$ cat config.mk
export PLATFORM = sky130hd
export DESIGN_NAME = fir_stim_gen_flat
export DESIGN_NICKNAME = d
export VERILOG_FILES = /design/src/rtl/fir_stim_gen_if.sv /design/src/rtl/fir_stim_gen.sv /design/src/flat_wrapper.sv
export SDC_FILE = /design/constraint.sdc
export NUM_CORES = 1
export LEC_CHECK = 0
export CAP_MARGIN = 20
export CELL_PAD_IN_SITES_DETAIL_PLACEMENT = 1
export CELL_PAD_IN_SITES_GLOBAL_PLACEMENT = 1
export CORE_UTILIZATION = 51
export CTS_CLUSTER_SIZE = 12
export DETAILED_ROUTE_END_ITERATION = 10
export DONT_BUFFER_PORTS = 1
export GPL_TIMING_DRIVEN = 0
export PLACE_DENSITY = 0.9
export SLEW_MARGIN = 10
export SYNTH_ARGS = -nofsm -noshare
export SYNTH_HDL_FRONTEND = slang
export SYNTH_SLANG_ARGS = --single-unit
$ cat constraint.sdc
create_clock -name sys_clk -period 5.5 [get_ports sys_clk]
set_input_delay 0.55 -clock sys_clk [delete_from_list [all_inputs] [get_ports sys_clk]]
set_output_delay 0.55 -clock sys_clk [all_outputs]
set_load 0.005 [all_outputs]
$ cat src/rtl/fir_stim_gen_if.sv
// Control, status and sample-stream bundle between the FIR stimulus generator and its user.
// The generator owns the master side; the FIR/bench side uses the slave modport.
interface fir_stim_gen_if #(
    parameter int unsigned ODATA_WIDTH = 8,
    parameter int unsigned CNT_WIDTH   = 16,
    parameter int unsigned DIV_WIDTH   = 8
) ();
    logic                   start;
    logic [1:0]             mode;
    logic [CNT_WIDTH-1:0]   num_samples;
    logic [DIV_WIDTH-1:0]   rate_div;
    logic [ODATA_WIDTH-1:0] amplitude;
    logic [ODATA_WIDTH-1:0] fir_lp_in;
    logic                   sample_vld;
    logic [CNT_WIDTH-1:0]   sample_idx;
    logic                   busy;
    logic                   done;

    modport master (
        input  start, mode, num_samples, rate_div, amplitude,
        output fir_lp_in, sample_vld, sample_idx, busy, done
    );

    modport slave (
        output start, mode, num_samples, rate_div, amplitude,
        input  fir_lp_in, sample_vld, sample_idx, busy, done
    );
endinterface

$ cat src/rtl/fir_stim_gen.sv
// Deterministic sample-stream source for the DA low-pass FIR input: impulse, step,
// saturated square or LFSR noise, one sample every rate_div+1 clocks, start/busy/done sequenced.
module fir_stim_gen #(
    parameter int unsigned ODATA_WIDTH = 8,
    parameter int unsigned CNT_WIDTH   = 16,
    parameter int unsigned DIV_WIDTH   = 8
) (
    input  logic           sys_clk,
    input  logic           sys_rst,
    fir_stim_gen_if.master bus
);
    localparam int unsigned             LFSR_WIDTH = 16;
    localparam logic [LFSR_WIDTH-1:0]   LFSR_SEED  = 16'hACE1;
    localparam logic [ODATA_WIDTH-1:0]  DATA_MIN   = {1'b1, {(ODATA_WIDTH-1){1'b0}}};
    localparam logic [ODATA_WIDTH-1:0]  DATA_MAX   = ~DATA_MIN;
    localparam logic [1:0]              MODE_IMPULSE = 2'd0;
    localparam logic [1:0]              MODE_STEP    = 2'd1;
    localparam logic [1:0]              MODE_SQUARE  = 2'd2;

    typedef enum logic [1:0] {IDLE, RUN, DONE} state_e;

    state_e                 state_q, state_d;
    logic [1:0]             mode_q, mode_d;
    logic [CNT_WIDTH-1:0]   num_q, num_d;
    logic [DIV_WIDTH-1:0]   div_q, div_d;
    logic [ODATA_WIDTH-1:0] amp_q, amp_d;
    logic [DIV_WIDTH-1:0]   rate_q, rate_d;
    logic [LFSR_WIDTH-1:0]  lfsr_q, lfsr_d;
    logic [ODATA_WIDTH-1:0] data_q, data_d;
    logic [CNT_WIDTH-1:0]   idx_q, idx_d;
    logic                   vld_q, vld_d;
    logic                   busy_q, busy_d;
    logic                   done_q, done_d;

    logic                   emit;
    logic [1:0]             sel_mode;
    logic [ODATA_WIDTH-1:0] sel_amp;
    logic [ODATA_WIDTH-1:0] neg_amp;
    logic [CNT_WIDTH-1:0]   nxt_idx;
    logic [LFSR_WIDTH-1:0]  lfsr_nxt;

    // State register; reset overrides everything, including a run in flight.
    always_ff @(posedge sys_clk) begin
        if (sys_rst) begin
            state_q <= IDLE;
            mode_q  <= '0;
            num_q   <= '0;
            div_q   <= '0;
            amp_q   <= '0;
            rate_q  <= '0;
            lfsr_q  <= LFSR_SEED;
            data_q  <= '0;
            idx_q   <= '0;
            vld_q   <= 1'b0;
            busy_q  <= 1'b0;
            done_q  <= 1'b0;
        end else begin
            state_q <= state_d;
            mode_q  <= mode_d;
            num_q   <= num_d;
            div_q   <= div_d;
            amp_q   <= amp_d;
            rate_q  <= rate_d;
            lfsr_q  <= lfsr_d;
            data_q  <= data_d;
            idx_q   <= idx_d;
            vld_q   <= vld_d;
            busy_q  <= busy_d;
            done_q  <= done_d;
        end
    end

    // Next-state and datapath; the first sample is built from the live inputs on the start edge.
    always_comb begin
        state_d  = state_q;
        mode_d   = mode_q;
        num_d    = num_q;
        div_d    = div_q;
        amp_d    = amp_q;
        rate_d   = rate_q;
        lfsr_d   = lfsr_q;
        data_d   = data_q;
        idx_d    = idx_q;
        vld_d    = 1'b0;
        busy_d   = busy_q;
        done_d   = 1'b0;
        emit     = 1'b0;
        sel_mode = mode_q;
        sel_amp  = amp_q;
        nxt_idx  = idx_q + CNT_WIDTH'(1);
        lfsr_nxt = {lfsr_q[LFSR_WIDTH-2:0], lfsr_q[15] ^ lfsr_q[13] ^ lfsr_q[12] ^ lfsr_q[10]};

        unique case (state_q)
            IDLE: begin
                if (bus.start) begin
                    mode_d = bus.mode;
                    num_d  = bus.num_samples;
                    div_d  = bus.rate_div;
                    amp_d  = bus.amplitude;
                    if (bus.num_samples == '0) begin
                        state_d = DONE;
                        done_d  = 1'b1;
                        data_d  = '0;
                        idx_d   = '0;
                    end else begin
                        state_d  = RUN;
                        busy_d   = 1'b1;
                        emit     = 1'b1;
                        rate_d   = bus.rate_div;
                        sel_mode = bus.mode;
                        sel_amp  = bus.amplitude;
                        nxt_idx  = '0;
                        lfsr_nxt = LFSR_SEED;
                    end
                end
            end
            RUN: begin
                if (vld_q && (idx_q == num_q - CNT_WIDTH'(1))) begin
                    state_d = DONE;
                    busy_d  = 1'b0;
                    done_d  = 1'b1;
                    data_d  = '0;
                    idx_d   = '0;
                end else if (rate_q == '0) begin
                    emit   = 1'b1;
                    rate_d = div_q;
                end else begin
                    rate_d = rate_q - DIV_WIDTH'(1);
                end
            end
            DONE: state_d = IDLE;
            default: state_d = IDLE;
        endcase

        // Negation saturates so the most negative amplitude maps to the most positive code.
        neg_amp = (sel_amp == DATA_MIN) ? DATA_MAX : -sel_amp;

        if (emit) begin
            vld_d  = 1'b1;
            idx_d  = nxt_idx;
            lfsr_d = lfsr_nxt;
            unique case (sel_mode)
                MODE_IMPULSE: data_d = (nxt_idx == '0) ? sel_amp : '0;
                MODE_STEP:    data_d = sel_amp;
                MODE_SQUARE:  data_d = nxt_idx[3] ? neg_amp : sel_amp;
                default:      data_d = lfsr_nxt[ODATA_WIDTH-1:0];
            endcase
        end
    end

    assign bus.fir_lp_in  = data_q;
    assign bus.sample_vld = vld_q;
    assign bus.sample_idx = idx_q;
    assign bus.busy       = busy_q;
    assign bus.done       = done_q;
endmodule

$ cat src/flat_wrapper.sv
// flat-port wrapper written by rule: the top's interface ports become plain ports
module fir_stim_gen_flat 
#(
    parameter int unsigned ODATA_WIDTH = 8,
    parameter int unsigned CNT_WIDTH   = 16,
    parameter int unsigned DIV_WIDTH   = 8
)
  (sys_clk, sys_rst, bus_start, bus_mode, bus_num_samples, bus_rate_div, bus_amplitude, bus_fir_lp_in, bus_sample_vld, bus_sample_idx, bus_busy, bus_done);
  fir_stim_gen_if #(.ODATA_WIDTH(ODATA_WIDTH), .CNT_WIDTH(CNT_WIDTH), .DIV_WIDTH(DIV_WIDTH)) bus_i ();
  input  logic sys_clk;
  input  logic sys_rst;
  input wire logic [$bits(bus_i.start)-1:0] bus_start;
  input wire logic [$bits(bus_i.mode)-1:0] bus_mode;
  input wire logic [$bits(bus_i.num_samples)-1:0] bus_num_samples;
  input wire logic [$bits(bus_i.rate_div)-1:0] bus_rate_div;
  input wire logic [$bits(bus_i.amplitude)-1:0] bus_amplitude;
  output wire logic [$bits(bus_i.fir_lp_in)-1:0] bus_fir_lp_in;
  output wire logic [$bits(bus_i.sample_vld)-1:0] bus_sample_vld;
  output wire logic [$bits(bus_i.sample_idx)-1:0] bus_sample_idx;
  output wire logic [$bits(bus_i.busy)-1:0] bus_busy;
  output wire logic [$bits(bus_i.done)-1:0] bus_done;
  assign bus_i.start = bus_start;
  assign bus_i.mode = bus_mode;
  assign bus_i.num_samples = bus_num_samples;
  assign bus_i.rate_div = bus_rate_div;
  assign bus_i.amplitude = bus_amplitude;
  assign bus_fir_lp_in = bus_i.fir_lp_in;
  assign bus_sample_vld = bus_i.sample_vld;
  assign bus_sample_idx = bus_i.sample_idx;
  assign bus_busy = bus_i.busy;
  assign bus_done = bus_i.done;
  fir_stim_gen #(.ODATA_WIDTH(ODATA_WIDTH), .CNT_WIDTH(CNT_WIDTH), .DIV_WIDTH(DIV_WIDTH)) u_core (.sys_clk(sys_clk), .sys_rst(sys_rst), .bus(bus_i));
endmodule
# Yosys cells after proc, flatten, opt, wreduce, memory -nomap -nowiden
# Index checks and enable logic that the tools add are counted.
# word_totals
inputBits	37
wordCells	93
memories	0
latchBits	0
reg_bits	87
mem_bits_rw	0
romBits	0
# op_classes
n_eq_ne	12
mul	0
bitwise	3
order_cmp	0
shifts	0
mux	49
n_reduce_logical	13
n_addsub	4
div	0
# op_table
operator	count
$mux 16	10
$mux 8	14
$logic_not 16->1	2
$pmux 16 s2	1
$pmux 8 s2	2
$pmux 8 s3	1
$add 16x1->16 const B	1
$eq 16x16->1	1
$sub 16x1->16 const B	1
$mux 2	6
$reduce_and 4->1	3
$mux 1	11
$eq 8x8->1 const B	1
$logic_not 8->1	1
$neg 8->8	1
$sub 8x1->8 const B	1
$ne 2x2->1 const B	3
$ne 3x1->1 const B	2
$pmux 1 s2	3
$eq 2x1->1 const B	2
$logic_not 2->1	2
$pmux 2 s2	1
$reduce_and 2->1	2
$ne 3x2->1 const B	1
other kinds (6)	8

# Logic depth before layout (Yosys ltp)
# Gate-level depths: netlist of the first run.
# logic_depth
ltp_word	9
ltp_mapped	16
depth_no_buf	11

# Worst setup path before layout of the first run
# No wires, ideal clock.
# synth_path
kind	flip-flop to flip-flop
startpoint	reg u_core.state_q[1]
endpoint	reg u_core.data_q[0], in the netlist u_core.bus.fir_lp_in[0]
setup_slack_ns	2.202
path_stages_with_launch	17
required_time_ns	5.440
synth_period_minus_slack_ns	3.298
arrival_ns	3.238
cell_sequence	dfxtp_1 > buf_2 > nor2_1 > and2_1 > buf_2 > and2_1 > clkbuf_1 > buf_2 > mux2i_1 > ha_1 > nand3_1 > nor3b_1 > a21oi_1 > or2_2 > buf_1 > a221oi_1 > a22o_1
# synth_between
elab_chain_cells	7
# synth_rtl
element	line	text
start, declared	fir_stim_gen.sv:22	state_e state_q, state_d;
start signal, assigned	fir_stim_gen.sv:58	state_q <= state_d;
$logic_not 2->1	fir_stim_gen.sv:93	unique case (state_q)
$mux 8	fir_stim_gen.sv:93	
$neg 8->8 / $eq 8x8->1 (equally long branches)	fir_stim_gen.sv:136	neg_amp = (sel_amp == DATA_MIN) ? DATA_MAX : -sel_amp;
$mux 8	fir_stim_gen.sv:136	
$mux 8	fir_stim_gen.sv:145	MODE_SQUARE: data_d = nxt_idx[3] ? neg_amp : sel_amp;
$pmux 8 s3	fir_stim_gen.sv:142	unique case (sel_mode)
$mux 8	fir_stim_gen.sv:138	if (emit) begin
end signal, assigned	fir_stim_gen.sv:65	data_q <= data_d;
end, declared	fir_stim_gen.sv:29	logic [ODATA_WIDTH-1:0] data_q, data_d;
# Parallel ways exist; a longest one is shown, timed or not.
# A chain may end at the register's enable or synchronous reset.

# Final worst setup path of the first run
# Same ends and word-level chain as after synthesis.

==> metrics.cfg, run 1 <==
[status]
outcome=finished, final reports clean

[global_routing]
grt.met2_usage_pct=56.5
use_met1_pct=37.3
first_global_vias=5177
grt_pass1_wl_um=25900
gr-total-overflow=0
grt_max_degree=17
top_usage_layer=met2
met3_usage_pct=5.29
grt_use_total_pct=32.3
antenna_found_initial=0

[finish]
n_fill_cell=1284
layout.nets=709
multi_input_area_um2=3130
fin_util_pct=56.2
num_antenna_cells=0
fin_cells=806
drive_above_1_share_pct=8.92
regArea_um2=1740
fin_area_um2=5500
area_growth_pct=6.70

[flow_run]
max_cap_viol_count=0

[die]
die_w_um=103
rows=36
die_h_um=103
core_area_um2=9770
initial_core_util_pct=52.7
io_pins=64
fp.dieArea_um2=10500

[sta]
timing.hold.ws_ns=0.282
period_share_pct=78.2
slew_viol_final=0
finalClockSkew_ns=0.0169
worst_pin_slew_ns=0.797
setup_violations=0
maxSlewHeadroom_pct=46.8
period_needed_ns=4.30
hold_violations=0
rsz0062_at_grt=no
fmax_ghz=0.233
final.setup.tns_ns=0

[cts]
clockBufferDepth=2
cts_setup_buffers=0
cts_root_buffer=clkbuf_8
holdBufCountCts=0
h-tree-depth=3
clkTransAtPathRegs_ns=0.10
cts_buffers=9
cts_num_sinks=87
cts_resized=0
cts_tree=done
clock_latency_ns=0.39

[synth]
ys_ff_latch=87
ys_top_cells_by_area=dfxtp_1 34%, nand2_1 7.6%, a21oi_1 6.6%, nor3_1 2.8%, a21o_1 2.6%
synth_cells=657
syn-num-nets=698
synth_edf_count=0
synth_ff_type=dfxtp_1
async_reset_ff_share_pct=0
yosysUniqueCellTypes=73
yosys.area.top_type=dfxtp_1
seq_area_frac_synth_pct=33.8
syn_area_per_cell_um2=7.84
synth_top_area_share_pct=33.8
yosysWarnings=0
syn_area_um2=5150

[placement]
hpwl_um=12100
gp_congestion=0.885
place_area_um2=5320
io_buffer_count=0
dp.cells=790

[pwr]
peakVddDrop_v=0.000123
power_frac_clock_pct=30.2
p_int_mw=0.946
power.leakage_nw=1.99
power.density_nw_per_um2=261
sw_frac_of_total_pct=34.1
p_sw_mw=0.489
seqPwrFrac_pct=48.3
p_comb_share_pct=21.5

[routing]
firstDrtPassIters=5
drt-wirelength-per-cell_um=20.1
antenna_left=0
drc=0
via_per_inst=6.32
wl_um=16200
via_count=5093
drt_iter0_markers=154

[setup_path]
reg2reg_depth=16
cp-end-kind=register
crit_arrival_ns=4.64
worstSetupPathType=reg -> reg
crit_start=u_core.state_q[1]
required_ns=5.84
critPathLaunchType=register
critPathMaxFanout=10
regToRegSetupSlack_ns=1.20
r2r_start=u_core.state_q[1]
rr_endpoint=u_core.bus.fir_lp_in[0]

[worst_hold_path]
min_path_type=in -> reg
holdCritStartpoint=bus_num_samples[13]
whs_endpoint=u_core.num_q[13]
whs_path_depth=2

-- through the flow --
step | worst slack [ns] | power (mW)
3_5_place_dp | 1.26 | 1.01
6_report | 1.20 | 1.43
2_1_floorplan | 2.20 | 0.930
3_3_place_gp | 1.44 | 0.993
4_1_cts | 1.25 | 1.43
5_1_grt | 0.855 | 1.50
-- synth_stat cells, types with 7 or more instances --
library cell	count
nand2b_1	9
a22o_1	11
nand2_1	105
nor3b_1	11
a211oi_1	9
buf_1	8
nor3_1	29
dfxtp_1	87
nor2_1	32
or3_1	10
nand3_1	17
nor4_1	7
xor2_1	12
a21o_1	18
o21ai_0	25
nand4_1	11
xnor2_1	14
buf_2	14
a32o_1	8
clkbuf_1	27
inv_1	13
mux2i_1	7
a21oi_1	68
-- power by group through the flow --
stage	combinational, mW	clock [mW]	sequential (mW)
finish	0.308	0.434	0.693
global route	0.340	0.461	0.697
CTS	0.305	0.433	0.692
detailed placement	0.302	0	0.707
global placement	0.288	0	0.704
floorplan	0.233	0	0.697
-- worst max-delay path, cell delays in order, from the launching register on --
cell and delay, ns:
dfxtp_1 0.32, buf_2 0.17, nor2_1 0.16, and2_1 0.14, buf_2 0.23, and2_1 0.16, clkbuf_1 0.30, buf_2 0.36
mux2i_1 0.39, ha_1 0.27, nand3_1 0.12, nor3b_1 0.49, a21oi_1 0.14, or2_2 0.29, buf_1 0.23, a221oi_1 0.31
a22o_1 0.18
-- cells by family (layout without fill, tap and decap cells) --
logic type                 count (synthesis)  after routing  synth area share [%]
AOI/OAI and AO/OA                        197            197                  26.8
xor gates and xnor gates                  26             26                  4.42
adders and majority gates                  4              4                 0.971
buffers and inverters                     65             81                  5.51
DFF                                       87             87                  33.8
muxes                                      9              9                  1.80
and+or+nand+nor                          269            269                  26.7
-- how the worst max path moves through the flow --
stage	slack, ns	endpoint
after floorplan	2.20	u_core.bus.fir_lp_in[0]
final	1.20	u_core.bus.fir_lp_in[0]
after CTS	1.25	u_core.bus.fir_lp_in[0]
after global placement	1.44	u_core.bus.fir_lp_in[0]
after global routing	0.85	u_core.bus.fir_lp_in[0]
after detailed placement	1.26	u_core.bus.fir_lp_in[0]
-- layer usage --
metal  vias up  part of all wire, %  routed length [um]
met1      2508                   42                6810
met3        39                  4.7                 763
met2       126                   50                8120
met5         -                    0                   0
li1       2420                    -                   -
met4         0                  3.4                 546
-- cell usage in the layout, fill, tap and decap left out, drive strengths merged, types with 12 or more instances in the layout --
cell type,netlist,routed
nor3,29,29
nor3b,12,12
clkbuf,27,36
nand2,105,105
o21ai,27,27
buf,25,25
dfxtp,87,87
a21o,18,18
nor2,32,32
nand3,17,17
xor2,12,12
xnor2,14,14
a21oi,69,69
inv,13,16
-- flip-flops by register name (all words and copies together), names as in the netlist, 8 cells and up --
register,count
u_core.bus.sample_idx,16
u_core.div_q,8
u_core.bus.fir_lp_in,8
u_core.amp_q,8
u_core.rate_q,8
u_core.num_q,16
u_core.lfsr_q,16
-- final cells by class --
class | count | share of cell area [%]
clock inverter | 7 | 1.00
inverter | 13 | 0.888
clock buffer | 9 | 2.25
tap | 133 | 3.03
sequential | 87 | 31.7
multi-input combinational | 505 | 56.9
buffer | 52 | 4.28
(Power assumes the default switching activity.)
==> run 2: changes to the inputs <==
--- a/config.mk
+++ b/config.mk
@@ -8,12 +8,12 @@
 export CAP_MARGIN = 20
 export CELL_PAD_IN_SITES_DETAIL_PLACEMENT = 1
 export CELL_PAD_IN_SITES_GLOBAL_PLACEMENT = 1
-export CORE_UTILIZATION = 51
+export CORE_UTILIZATION = 43
 export CTS_CLUSTER_SIZE = 12
 export DETAILED_ROUTE_END_ITERATION = 10
 export DONT_BUFFER_PORTS = 1
 export GPL_TIMING_DRIVEN = 0
-export PLACE_DENSITY = 0.9
+export PLACE_DENSITY = 0.82
 export SLEW_MARGIN = 10
 export SYNTH_ARGS = -nofsm -noshare
 export SYNTH_HDL_FRONTEND = slang
==> constraint.sdc (replaced) <==
create_clock -name sys_clk -period 3.6 [get_ports sys_clk]
set_input_delay 0.36 -clock sys_clk [delete_from_list [all_inputs] [get_ports sys_clk]]
set_output_delay 0.36 -clock sys_clk [all_outputs]
set_load 0.005 [all_outputs]
==> run 2 against run 1 <==
Net effect:
- the flow now finishes with violations (design-rule violations)
- routed wire length increased by 1.3%
- die area increased by 18%
- worst setup slack got worse by 0.97 ns
- design area increased by 3.0%
- first-iteration DRC count increased by 60%
- non-clock buffer count unchanged
- combinational power increased by 56%
- maximum frequency increased by 28%
- final cell count increased by 0.99%
- core utilization decreased by 7.3 points
- register-to-register slack got worse by 0.97 ns
- largest power group unchanged
- highest routed layer unchanged
==> metrics.cfg, run 2 (synthesized netlist as in run 1, its figures left out) <==
[status]
outcome=complete, but fails checks
violations=design-rule violations

[setup_path]
critPathMaxFanout=10
critPathLaunchType=register
required_ns=3.85
worstSetupPathType=reg -> reg
regToRegSetupSlack_ns=0.23
crit_arrival_ns=3.61
cp-end-kind=register

[finish]
area_growth_pct=9.88
fin_util_pct=49.0
layout.nets=709
fin_cells=814
n_fill_cell=1440
drive_above_1_share_pct=9.69
most-common-layout-cells=105 x nand2_1, 87 x dfxtp_1, 68 x a21oi_1
fin_area_um2=5660
num_antenna_cells=0
mostFrequentLayoutCell=nand2_1

[sta]
hold_violations=0
period_needed_ns=3.37
slew_viol_final=0
setup_violations=0
worst_pin_slew_ns=0.895
finalClockSkew_ns=0.00858
period_share_pct=93.5
maxSlewHeadroom_pct=40.2
final.setup.tns_ns=0
fmax_ghz=0.297
rsz0062_at_grt=no

[routing]
firstDrtPassIters=7
drt_iter0_markers=247
antenna_left=0
via_count=5084
wl_um=16400
via_per_inst=6.25
drc=4
drt-wirelength-per-cell_um=20.2

[pwr]
power.density_nw_per_um2=440
peakVddDrop_v=0.000206
power.leakage_nw=2.05

[placement]
hpwl_um=12400
gp_congestion=0.865
io_buffer_count=0
place_area_um2=5330
dp.cells=800

[cts]
h-tree-depth=3
clkTransAtPathRegs_ns=0.07
holdBufCountCts=0
clock_latency_ns=0.36
cts_tree=done
cts_buffers=9
cts_num_sinks=87
cts_root_buffer=clkbuf_16
clockBufferDepth=2

[global_routing]
use_met1_pct=31.3
met3_usage_pct=5.44
top_usage_layer=met2
grt_use_total_pct=27.3
gr-total-overflow=0
grt_pass1_wl_um=26800
grt.met2_usage_pct=47.4
grt_max_degree=14
first_global_vias=5343
antenna_found_initial=0

[worst_hold_path]
min_path_type=in -> reg

[die]
fp.dieArea_um2=12400
rows=39
io_pins=64
core_area_um2=11600
die_h_um=111
initial_core_util_pct=44.6
die_w_um=111

[flow_run]
max_cap_viol_count=0

run 2: changes by cell type in the layout (fill, tap and decap cells not counted), moves of 2 or more:
cell / before / now
clkbuf_8: 9 / 1
clkbuf_16: 0 / 9
inv_6: 3 / 0
buf_4: 0 / 2
mux2i_1: 7 / 5
run 2: worst paths after layout:
check                             to  depth (start not counted)          startpoint
max reg2reg  u_core.bus.fir_lp_in[7]                         12     u_core.num_q[0]
max          u_core.bus.fir_lp_in[7]                         12     u_core.num_q[0]
min                  u_core.num_q[9]                          2  bus_num_samples[9]
min reg2reg          u_core.div_q[6]                          2     u_core.div_q[6]
run 2: report_power, final:
group / switching, mW / internal (mW)
Clock: 0.403 / 0.547
Combinational: 0.298 / 0.185
Sequential: 0.0501 / 1.01
Total: 0.750 / 1.74
run 2: stage by stage:
stage / total power [mW] / worst slack, ns / hold WS [ns]
detailed placement: 1.55 / -0.732 / 0.450
CTS: 2.50 / 0.0299 / 0.126
finish: 2.49 / 0.234 / 0.130
floorplan: 1.42 / 0.302 / 0.433
global placement: 1.52 / -0.624 / 0.447
global route: 2.59 / 0.0266 / 0.135
run 2: per-layer routing:
| layer | routed length, um | part of all wire (%) |
|---|---|---|
| met1 | 6880 | 42 |
| met2 | 8110 | 49 |
| met3 | 886 | 5.4 |
| met4 | 569 | 3.5 |
| met5 | 0 | 0 |
run 2: critical path, stage by stage, from the launching register on:
cell      delay [ns]
dfxtp_1         0.30
clkbuf_1        0.19
inv_1           0.11
ha_1            0.28
nor4b_4         0.40
and3_1          0.25
a211oi_1        0.08
o31a_1          0.33
or2_2           0.36
o31ai_2         0.25
o21ai_1         0.21
buf_2           0.27
a32o_1          0.22
run 2: area by class of cell:
class	instances	area, um2	share of cell area (%)
timing repair buffer	2	15.0	0.265
clock inverter	4	47.5	0.840
clock buffer	10	239	4.22
buffer	50	234	4.13
tap	143	179	3.16
multi-input combinational	505	3160	55.8
inverter	13	48.8	0.862
sequential	87	1740	30.8
run 2: repair_timing:
action	in CTS	in global routing
gates resized for setup	7	2
setup endpoints to repair	8	25
pin swaps	1	1
buffers inserted	1	1
hold endpoints to repair	0	0
